$ cat config.mk
export PLATFORM = sky130hd
export DESIGN_NAME = store_formatter
export DESIGN_NICKNAME = d
export VERILOG_FILES = /design/src/rtl/store_formatter_pkg.sv /design/src/rtl/store_lane_align.sv /design/src/rtl/store_formatter.sv
export SDC_FILE = /design/constraint.sdc
export NUM_CORES = 1
export LEC_CHECK = 0
export CORE_ASPECT_RATIO = 1.5
export CORE_MARGIN = 2
export CORE_UTILIZATION = 41
export CTS_BUF_LIST = sky130_fd_sc_hd__clkbuf_8
export CTS_CLUSTER_DIAMETER = 60
export CTS_CLUSTER_SIZE = 28
export DETAILED_ROUTE_END_ITERATION = 7
export HOLD_SLACK_MARGIN = 0.12
export PLACE_DENSITY = 0.79
export SLEW_MARGIN = 20
export SYNTH_ARGS = -nofsm -noshare
export SYNTH_HDL_FRONTEND = slang
export SYNTH_HIERARCHICAL = 1
export SYNTH_SLANG_ARGS = --single-unit
$ cat constraint.sdc
create_clock -name clk -period 1.45 [get_ports clk]
set_clock_uncertainty 0.2 [all_clocks]
set_input_delay 0.145 -clock clk [delete_from_list [all_inputs] [get_ports clk]]
set_output_delay 0.145 -clock clk [all_outputs]
set_load 0.01 [all_outputs]
$ cat src/rtl/store_formatter_pkg.sv
// Shared definitions for the store formatter: size codes, lane masks, FSM states
// and the registered write-beat payload.
package store_formatter_pkg;

  localparam int unsigned DW     = 32;
  localparam int unsigned NLANES = DW / 8;

  localparam logic [1:0] SZ_BYTE = 2'b00;
  localparam logic [1:0] SZ_HALF = 2'b01;
  localparam logic [1:0] SZ_WORD = 2'b10;
  localparam logic [1:0] SZ_RSVD = 2'b11;

  localparam logic [NLANES-1:0] MASK_BYTE = 4'b0001;
  localparam logic [NLANES-1:0] MASK_HALF = 4'b0011;
  localparam logic [NLANES-1:0] MASK_WORD = 4'b1111;

  typedef enum logic [1:0] {
    ST_IDLE   = 2'b00,
    ST_FULL   = 2'b01,
    ST_SPLIT1 = 2'b10,
    ST_SPLIT2 = 2'b11
  } state_e;

  typedef struct packed {
    logic [DW-1:0]     wdata;
    logic [NLANES-1:0] be;
    logic              err;
    logic              last;
  } beat_t;

  // Lane mask for an access size; the reserved code enables no lanes.
  function automatic logic [NLANES-1:0] size_mask(input logic [1:0] size);
    case (size)
      SZ_BYTE: size_mask = MASK_BYTE;
      SZ_HALF: size_mask = MASK_HALF;
      SZ_WORD: size_mask = MASK_WORD;
      default: size_mask = '0;
    endcase
  endfunction

endpackage

$ cat src/rtl/store_lane_align.sv
// Combinational lane placement for a store: masks the payload to the access
// size and shifts data and byte enables to the address offset.
// Build option STORE_FORMATTER_SPLIT_UNALIGNED_EN: unaligned halfwords/words are
// legal and lanes that spill past the word are reported as a second beat.
module store_lane_align
  import store_formatter_pkg::*;
(
  input  logic [1:0]        off_i,
  input  logic [1:0]        size_i,
  input  logic [DW-1:0]     data_i,
  output logic [DW-1:0]     wdata_o,
  output logic [NLANES-1:0] be_o,
  output logic              fault_o,
  output logic              cross_o
`ifdef STORE_FORMATTER_SPLIT_UNALIGNED_EN
  ,
  output logic [DW-1:0]     wdata_hi_o,
  output logic [NLANES-1:0] be_hi_o
`endif
);

  logic [NLANES-1:0]   mask;
  logic [DW-1:0]       data_m;
  logic [4:0]          shamt;
  logic [2*NLANES-1:0] be_sh;

  assign mask  = size_mask(size_i);
  assign shamt = {off_i, 3'b000};
  assign be_sh = {{NLANES{1'b0}}, mask} << off_i;

  // Zero every byte of the register value outside the access size.
  always_comb begin
    data_m = '0;
    for (int i = 0; i < int'(NLANES); i++) begin
      data_m[8*i +: 8] = data_i[8*i +: 8] & {8{mask[i]}};
    end
  end

  assign be_o    = be_sh[NLANES-1:0];
  assign cross_o = |be_sh[2*NLANES-1:NLANES];

`ifdef STORE_FORMATTER_SPLIT_UNALIGNED_EN
  logic [2*DW-1:0] data_sh;

  assign data_sh    = {{DW{1'b0}}, data_m} << shamt;
  assign wdata_o    = data_sh[DW-1:0];
  assign wdata_hi_o = data_sh[2*DW-1:DW];
  assign be_hi_o    = be_sh[2*NLANES-1:NLANES];
  assign fault_o    = (size_i == SZ_RSVD);
`else
  assign wdata_o = data_m << shamt;
  assign fault_o = (size_i == SZ_RSVD)
                 | ((size_i == SZ_HALF) & off_i[0])
                 | ((size_i == SZ_WORD) & (off_i != 2'b00));
`endif

endmodule

$ cat src/rtl/store_formatter.sv
// Store formatter: accepts a store request, registers one lane-placed write
// beat (or a fault beat) and hands it to the memory port with valid/ready.
// Build option STORE_FORMATTER_SPLIT_UNALIGNED_EN: line-crossing stores are
// emitted as two beats through the SPLIT1/SPLIT2 states.
module store_formatter
  import store_formatter_pkg::*;
#(
  parameter int unsigned AW = 32
) (
  input  logic              clk,
  input  logic              rst_n,
  input  logic              in_valid,
  output logic              in_ready,
  input  logic [AW-1:0]     in_addr,
  input  logic [DW-1:0]     in_data,
  input  logic [1:0]        in_size,
  output logic              out_valid,
  input  logic              out_ready,
  output logic [AW-1:0]     out_addr,
  output logic [DW-1:0]     out_wdata,
  output logic [NLANES-1:0] out_be,
  output logic              out_err,
  output logic              out_last
);

  state_e            state_q, state_d;
  logic              valid_q, valid_d;
  logic [AW-1:0]     addr_q, addr_d;
  beat_t             beat_q, beat_d;
  logic              accept, load;
  logic [DW-1:0]     al_wdata;
  logic [NLANES-1:0] al_be;
  logic              al_fault, al_cross;

`ifdef STORE_FORMATTER_SPLIT_UNALIGNED_EN
  logic [DW-1:0]     al_wdata_hi, hi_wdata_q, hi_wdata_d;
  logic [NLANES-1:0] al_be_hi, hi_be_q, hi_be_d;
`else
  logic              cross_unused;
  assign cross_unused = al_cross;
`endif

  store_lane_align u_align (
    .off_i      (in_addr[1:0]),
    .size_i     (in_size),
    .data_i     (in_data),
    .wdata_o    (al_wdata),
    .be_o       (al_be),
    .fault_o    (al_fault),
    .cross_o    (al_cross)
`ifdef STORE_FORMATTER_SPLIT_UNALIGNED_EN
    ,
    .wdata_hi_o (al_wdata_hi),
    .be_hi_o    (al_be_hi)
`endif
  );

  // Ready when empty, or when the held beat leaves this cycle and is the last one.
  assign in_ready = (state_q == ST_IDLE) | ((state_q == ST_FULL) & out_ready);
  assign accept   = in_valid & in_ready;

  // Next-state and next-beat selection.
  always_comb begin
    state_d = state_q;
    valid_d = valid_q;
    addr_d  = addr_q;
    beat_d  = beat_q;
    load    = 1'b0;
`ifdef STORE_FORMATTER_SPLIT_UNALIGNED_EN
    hi_wdata_d = hi_wdata_q;
    hi_be_d    = hi_be_q;
`endif
    case (state_q)
      ST_IDLE: load = accept;
      ST_FULL: begin
        if (out_ready) begin
          load = accept;
          if (!accept) begin
            valid_d = 1'b0;
            state_d = ST_IDLE;
          end
        end
      end
`ifdef STORE_FORMATTER_SPLIT_UNALIGNED_EN
      ST_SPLIT1: begin
        if (out_ready) begin
          state_d     = ST_SPLIT2;
          addr_d      = addr_q + AW'(NLANES);
          beat_d.wdata = hi_wdata_q;
          beat_d.be    = hi_be_q;
          beat_d.last  = 1'b1;
        end
      end
      ST_SPLIT2: begin
        if (out_ready) begin
          valid_d = 1'b0;
          state_d = ST_IDLE;
        end
      end
`endif
      default: ;
    endcase

    if (load) begin
      valid_d = 1'b1;
      state_d = ST_FULL;
      addr_d  = {in_addr[AW-1:2], 2'b00};
      if (al_fault) begin
        beat_d = '{wdata: '0, be: '0, err: 1'b1, last: 1'b1};
      end else begin
        beat_d = '{wdata: al_wdata, be: al_be, err: 1'b0, last: 1'b1};
`ifdef STORE_FORMATTER_SPLIT_UNALIGNED_EN
        if (al_cross) begin
          state_d     = ST_SPLIT1;
          beat_d.last = 1'b0;
          hi_wdata_d  = al_wdata_hi;
          hi_be_d     = al_be_hi;
        end
`endif
      end
    end
  end

  // State and output register; reset discards any held beat.
  always_ff @(posedge clk or negedge rst_n) begin
    if (!rst_n) begin
      state_q <= ST_IDLE;
      valid_q <= 1'b0;
      addr_q  <= '0;
      beat_q  <= '0;
`ifdef STORE_FORMATTER_SPLIT_UNALIGNED_EN
      hi_wdata_q <= '0;
      hi_be_q    <= '0;
`endif
    end else begin
      state_q <= state_d;
      valid_q <= valid_d;
      addr_q  <= addr_d;
      beat_q  <= beat_d;
`ifdef STORE_FORMATTER_SPLIT_UNALIGNED_EN
      hi_wdata_q <= hi_wdata_d;
      hi_be_q    <= hi_be_d;
`endif
    end
  end

  assign out_valid = valid_q;
  assign out_addr  = addr_q;
  assign out_wdata = beat_q.wdata;
  assign out_be    = beat_q.be;
  assign out_err   = beat_q.err;
  assign out_last  = beat_q.last;

endmodule

==> run_results.csv, run 1 <==
group,metric,value,unit
status,outcome,"complete, but fails checks",
status,violations,"setup timing",
placement,port_buffers,139,
detailed_routing,ant_nets,0,
detailed_routing,drt_iter0_markers,143,
global_route,antenna_found_initial,0,
clock_network,insertion_delay,0.34,ns
clock_network,root_buffer,"clkbuf_8",
power_and_ir_drop,swShare,27.0,%
layout,syn_to_final_growth,63.3,%
power_and_ir_drop,leakage,2.93,nW
detailed_routing,drt-pass1-iter-count,4,
sta,worst_slack,-0.0510,ns
setup_path,crit_path_start_kind,"input port",
floorplan,io_pins,142,
power_and_ir_drop,p_sw,1.49,mW
logic_synthesis,netlist_instances,293,
clock_network,cts_buffer_depth,2,
sta,finalSetupViolCount,60,
clock_network,h-tree-depth,3,
detailed_routing,via_count,3008,
sta,clock.fmax,666,MHz
placement,post-place-ws,-0.913,ns
setup_path,crit_path_end_kind,"register",
sta,grt_setup_unrepaired,"true",
layout,drive_above_1_share,33.8,%
floorplan,start_util,42.0,%
detailed_routing,drt_wl_total,10900,µm
sta,setup_tns,-1.39,ns
layout,fin_nets,547,
setup_path,crit_arrival,1.52,ns
power_and_ir_drop,power,5.50,mW
layout,design_area,0.00602,mm²
sta,slew_violations,0,
logic_synthesis,syn_area_per_cell,12.6,µm²
floorplan,rows,42,
power_and_ir_drop,p_clk_share,29.8,%
clock_network,numCtsBuffers,9,
run,maxCapViolations,0,
floorplan,dieHeight,120,µm
placement,placed_cell_area,0.00538,mm²
logic_synthesis,syn_area,0.00368,mm²
layout,n_antenna_cell,0,
setup_path,worstSetupPathType,"in2reg",
clock_network,cts.clk_slew.worst_paths,0.07,ns
sta,min_period,1.50,ns
sta,timing.final.crit_share,104,%
power_and_ir_drop,ir_drop,0.000578,V
clock_network,clock_sinks,69,
floorplan,die_w,81.4,µm
global_route,grt_pass1_vias,3208,
global_route,grt_usage,22.2,%
floorplan,die_area,0.00978,mm²
logic_synthesis,ys.warnings.count,6,
global_route,grt_pass1_wl,16200,µm
sta,finalHoldViolCount,0,
power_and_ir_drop,power_frac_comb,29.4,%
setup_path,worstPathRequired,1.47,ns
placement,gp_congestion,0.845,
power_and_ir_drop,power.density,915,mW/mm²
detailed_routing,wl_per_cell,18.5,µm
min_path,min_path_type,"in2async",
global_route,grt_max_degree,70,
clock_network,cts_tree,"built",
floorplan,core_area,0.00878,mm²
detailed_routing,drc,0,
global_route,grt_overflow_total,0,
power_and_ir_drop,p_int,4.02,mW
setup_path,worstPathMaxFanout,8,
placement,hpwl,7000,µm
detailed_routing,viasPerCell,5.12,
power_and_ir_drop,p_seq_share,40.7,%
sequential cells by signal, indices dropped and copies added, names as in the netlist:
register   cells
out_addr      30
out_be         4
out_err        1
out_last       1
out_valid      1
out_wdata     32
metal layers:
metal	part of all wire [%]	global-route usage (%)	wire, µm	vias to the layer above
li1	-	-	-	1385
met1	38	25.7	4120	1449
met2	51	36.5	5580	139
met3	7.0	4.96	765	35
met4	3.8	13.1	414	0
met5	0	0	0	-
final timing paths:
check                       startpoint            to  slack (ns)  cells past startpoint
min reg2reg                   out_last      out_last        0.26                      1
min                              rst_n  out_addr[31]        0.14                      3
max reg2reg                  out_valid  out_addr[13]       -0.05                      4
min in group clk           in_addr[17]  out_addr[17]        0.22                      2
max in group asynchronous        rst_n  out_addr[13]        0.59                      3
max                           in_valid  out_addr[13]       -0.05                      4
timing repair:
action	CTS	global route
hold buffers	1	0
cloned	6	5
resized for setup	120	21
setup endpoints to repair	137	68
endpoints found under the hold margin	69	0
pin swaps	5	5
setup buffers	18	2
power by group through the flow:
stage	registers, mW	clock network, mW	logic, mW
after floorplan	2.38	0	0.604
after global placement	2.28	0	1.50
after detailed placement	2.29	0	1.53
after CTS	2.24	1.69	1.57
after global routing	2.27	1.78	1.72
final	2.24	1.64	1.62
critical path: stages:
cell             delay, ns
clkdlybuf4s50_1       0.60
nand2_8               0.24
clkbuf_16             0.19
mux2_2                0.34
placed cells by master, fill, tap and decap left out, drive strengths merged, types with 2 or more instances in the layout:
master / n
nand2: 5
mux2: 68
mux2i: 10
clkbuf: 15
dfrtp: 69
nor3b: 6
inv: 4
o22ai: 4
nand3b: 5
conb: 2
and2: 13
o2bb2ai: 4
buf: 47
nor2: 4
clkinvlp: 2
clkdlybuf4s50: 63
clkdlybuf4s15: 2
a31oi: 3
nor2b: 20
nand2b: 10
and2b: 16
a22oi: 7
ha: 5
dlygate4sd2: 69
o21ai: 15
per-stage QoR:
stage	util, %	hold WS [ns]	std cells
after detailed placement	61.3	-0.0168	545
after global routing	68.6	0.161	587
final	68.6	0.140	587
after CTS	67.6	0.158	586
after global placement	61.3	-0.0266	545
after floorplan	-	-0.351	294
area by class of cell:
type | count | area (µm²)
clock buffers | 12 | 165
clock inverters | 4 | 46.3
fillers | 641 | 2760
inverters | 4 | 23.8
multi-input cells | 202 | 1980
flip-flops and latches | 69 | 1730
well taps | 110 | 138
repair buffers | 186 | 1940
No activity file was read; power rests on OpenSTA's default activity.
==> run 2, diff against run 1 <==
--- a/config.mk
+++ b/config.mk
@@ -7,2 +7,3 @@
 export LEC_CHECK = 0
+export CAP_MARGIN = 20
 export CORE_ASPECT_RATIO = 1.5
==> constraint.sdc (replaced) <==
create_clock -name clk -period 1.45 [get_ports clk]
set_clock_uncertainty 0.2 [all_clocks]
set_input_delay 0.29 -clock clk [delete_from_list [all_inputs] [get_ports clk]]
set_output_delay 0.29 -clock clk [all_outputs]
set_load 0.01 [all_outputs]
==> run 2 against run 1 <==
Net effect: the flow still finishes with violations (setup timing); count of clock-buffer cells in the layout fell by 1; critical path depth rose by 6; combinational power is 9% higher; first-iteration DRC count decreased by 11%; global-route usage rose by 2.5 points; die area unchanged; worst setup slack got worse by 0.27 ns; via count rose by 9.4%; sequential cell count did not move; largest power group unchanged; highest routed layer unchanged.
==> run_results.csv, run 2 (synthesized netlist as in run 1, its figures left out) <==
group,metric,value,unit
setup_path,worstPathRequired,1.50,ns
clock_network,numCtsBuffers,9,
sta,slew_violations,0,
detailed_routing,drt-pass1-iter-count,4,
layout,fin_nets,583,
detailed_routing,wl_per_cell,19.9,µm
setup_path,worstSetupPathType,"in2reg",
layout,syn_to_final_growth,69.1,%
floorplan,core_area,0.00878,mm²
floorplan,io_pins,142,
global_route,grt_overflow_total,0,
power_and_ir_drop,power,5.44,mW
run,maxCapViolations,0,
status,violations,"setup timing",
detailed_routing,drt_iter0_markers,127,
min_path,min_path_type,"in2reg",
floorplan,die_w,81.4,µm
status,outcome,"complete, but fails checks",
power_and_ir_drop,ir_drop,0.000772,V
detailed_routing,drc,0,
sta,timing.final.crit_share,122,%
clock_network,cts.clk_slew.worst_paths,0.07,ns
sta,clock.fmax,564,MHz
global_route,grt_pass1_vias,3469,
floorplan,dieHeight,120,µm
sta,finalSetupViolCount,60,
placement,hpwl,7370,µm
setup_path,crit_path_start_kind,"input port",
layout,drive_above_1_share,57.7,%
clock_network,root_buffer,"clkbuf_8",
layout,n_antenna_cell,0,
floorplan,rows,42,
setup_path,crit_arrival,1.82,ns
placement,port_buffers,139,
setup_path,path_common_cell,"buf_6",
setup_path,crit_slowest_cell,"mux2_2",
sta,min_period,1.77,ns
floorplan,die_area,0.00978,mm²
placement,gp_congestion,0.884,
clock_network,h-tree-depth,3,
clock_network,cts_buffer_depth,2,
power_and_ir_drop,leakage,3.01,nW
setup_path,crit_path_end_kind,"register",
global_route,antenna_found_initial,0,
placement,dpl.cell_count,554,
detailed_routing,viasPerCell,5.28,
setup_path,cp_slowest_stage_delay,0.25,ns
global_route,grt_usage,24.7,%
detailed_routing,drt_wl_total,12400,µm
layout,final_cell_mix,"buf_2, dfrtp_1, clkdlybuf4s50_1, buf_4, mux2_2",
clock_network,clock_sinks,69,
detailed_routing,via_count,3290,
layout,fillers,599,
sta,timing.hold.ws,0.113,ns
sta,worst_slack,-0.324,ns
layout,largest_register_ffs,32,
global_route,grt_max_degree,70,
setup_path,crit_chain,"buf_6 > buf_6 > buf_6 > ha_4 > buf_6 > and3b_2 > o21ai_2 > o21ai_1 > and2b_1 > mux2_2",
global_route,grt_pass1_wl,17900,µm
layout,layout.cells.non_filler,623,
detailed_routing,ant_nets,0,
clock_network,cts_tree,"built",
floorplan,start_util,42.0,%
clock_network,insertion_delay,0.35,ns
power_and_ir_drop,power.density,873,mW/mm²
setup_path,worstPathMaxFanout,4,
sta,finalHoldViolCount,0,
sta,grt_setup_unrepaired,"true",
placement,post-place-ws,-1.17,ns
run 2: changes by cell type in the layout (fill, tap and decap cells not counted), sizes merged, moves of 2 or more:
| cell | previous run | this run |
|---|---|---|
| clkinv | 1 | 3 |
| o21ai | 15 | 17 |
| dlygate4sd2 | 69 | 1 |
| buf | 47 | 149 |
run 2: final timing paths:
path,slack (ns),depth (start not counted),to,from
min in group asynchronous,0.25,3,out_wdata[8],rst_n
max,-0.32,10,out_wdata[24],in_size[0]
min,0.11,2,out_valid,in_valid
max reg2reg,-0.09,5,out_addr[21],out_valid
min reg2reg,0.29,1,out_last,out_last
max in group asynchronous,0.46,3,out_addr[12],rst_n
run 2: critical path: cells and delay by family:
kind	cells	cell delay [ns]
buffers and inverters	4	0.43
and+or+nand+nor	2	0.39
adders and majority gates	1	0.19
AOI/OAI and AO/OA	2	0.26
muxes	1	0.25
run 2: power breakdown:
group          internal, mW  switching [mW]
clock network         0.698           0.732
registers              2.14           0.104
logic                  1.00           0.767
total                  3.84            1.60
run 2: through the flow:
stage	area, µm²	setup TNS [ns]	util, %
6_report	6230	-10.78	71.0
3_3_place_gp	5490	-51.20	62.6
3_5_place_dp	5490	-53.21	62.6
5_1_grt	6230	-12.27	71.0
4_1_cts	6000	-7.91	68.4
2_1_floorplan	3830	-5.56	-
run 2: cell type report:
type                    instances  area, µm²  share of cell area (%)
repair buffers                220       1950                    31.4
inverters                       4       35.0                   0.562
multi-input cells             204       2200                    35.3
well taps                     110        138                    2.21
clock inverters                 5       26.3                   0.422
flip-flops and latches         69       1730                    27.7
clock buffers                  11        151                    2.43
run 2: layer usage:
| metal | wire length (µm) | vias up | share of wire, % | global-route usage [%] |
|---|---|---|---|---|
| li1 | - | 1464 | - | - |
| met1 | 4360 | 1619 | 35 | 26.3 |
| met2 | 6620 | 159 | 53 | 43.0 |
| met3 | 829 | 48 | 6.7 | 5.86 |
| met4 | 575 | 0 | 4.6 | 14.2 |
| met5 | 0 | - | 0 | 0 |
run 2: repair_timing:
item	CTS	global route
buffers inserted	36	13
hold buffers	1	0
setup endpoints to repair	131	74
pin swaps	17	21
resized for setup	348	45
cloned	6	2
hold endpoints to repair	69	0
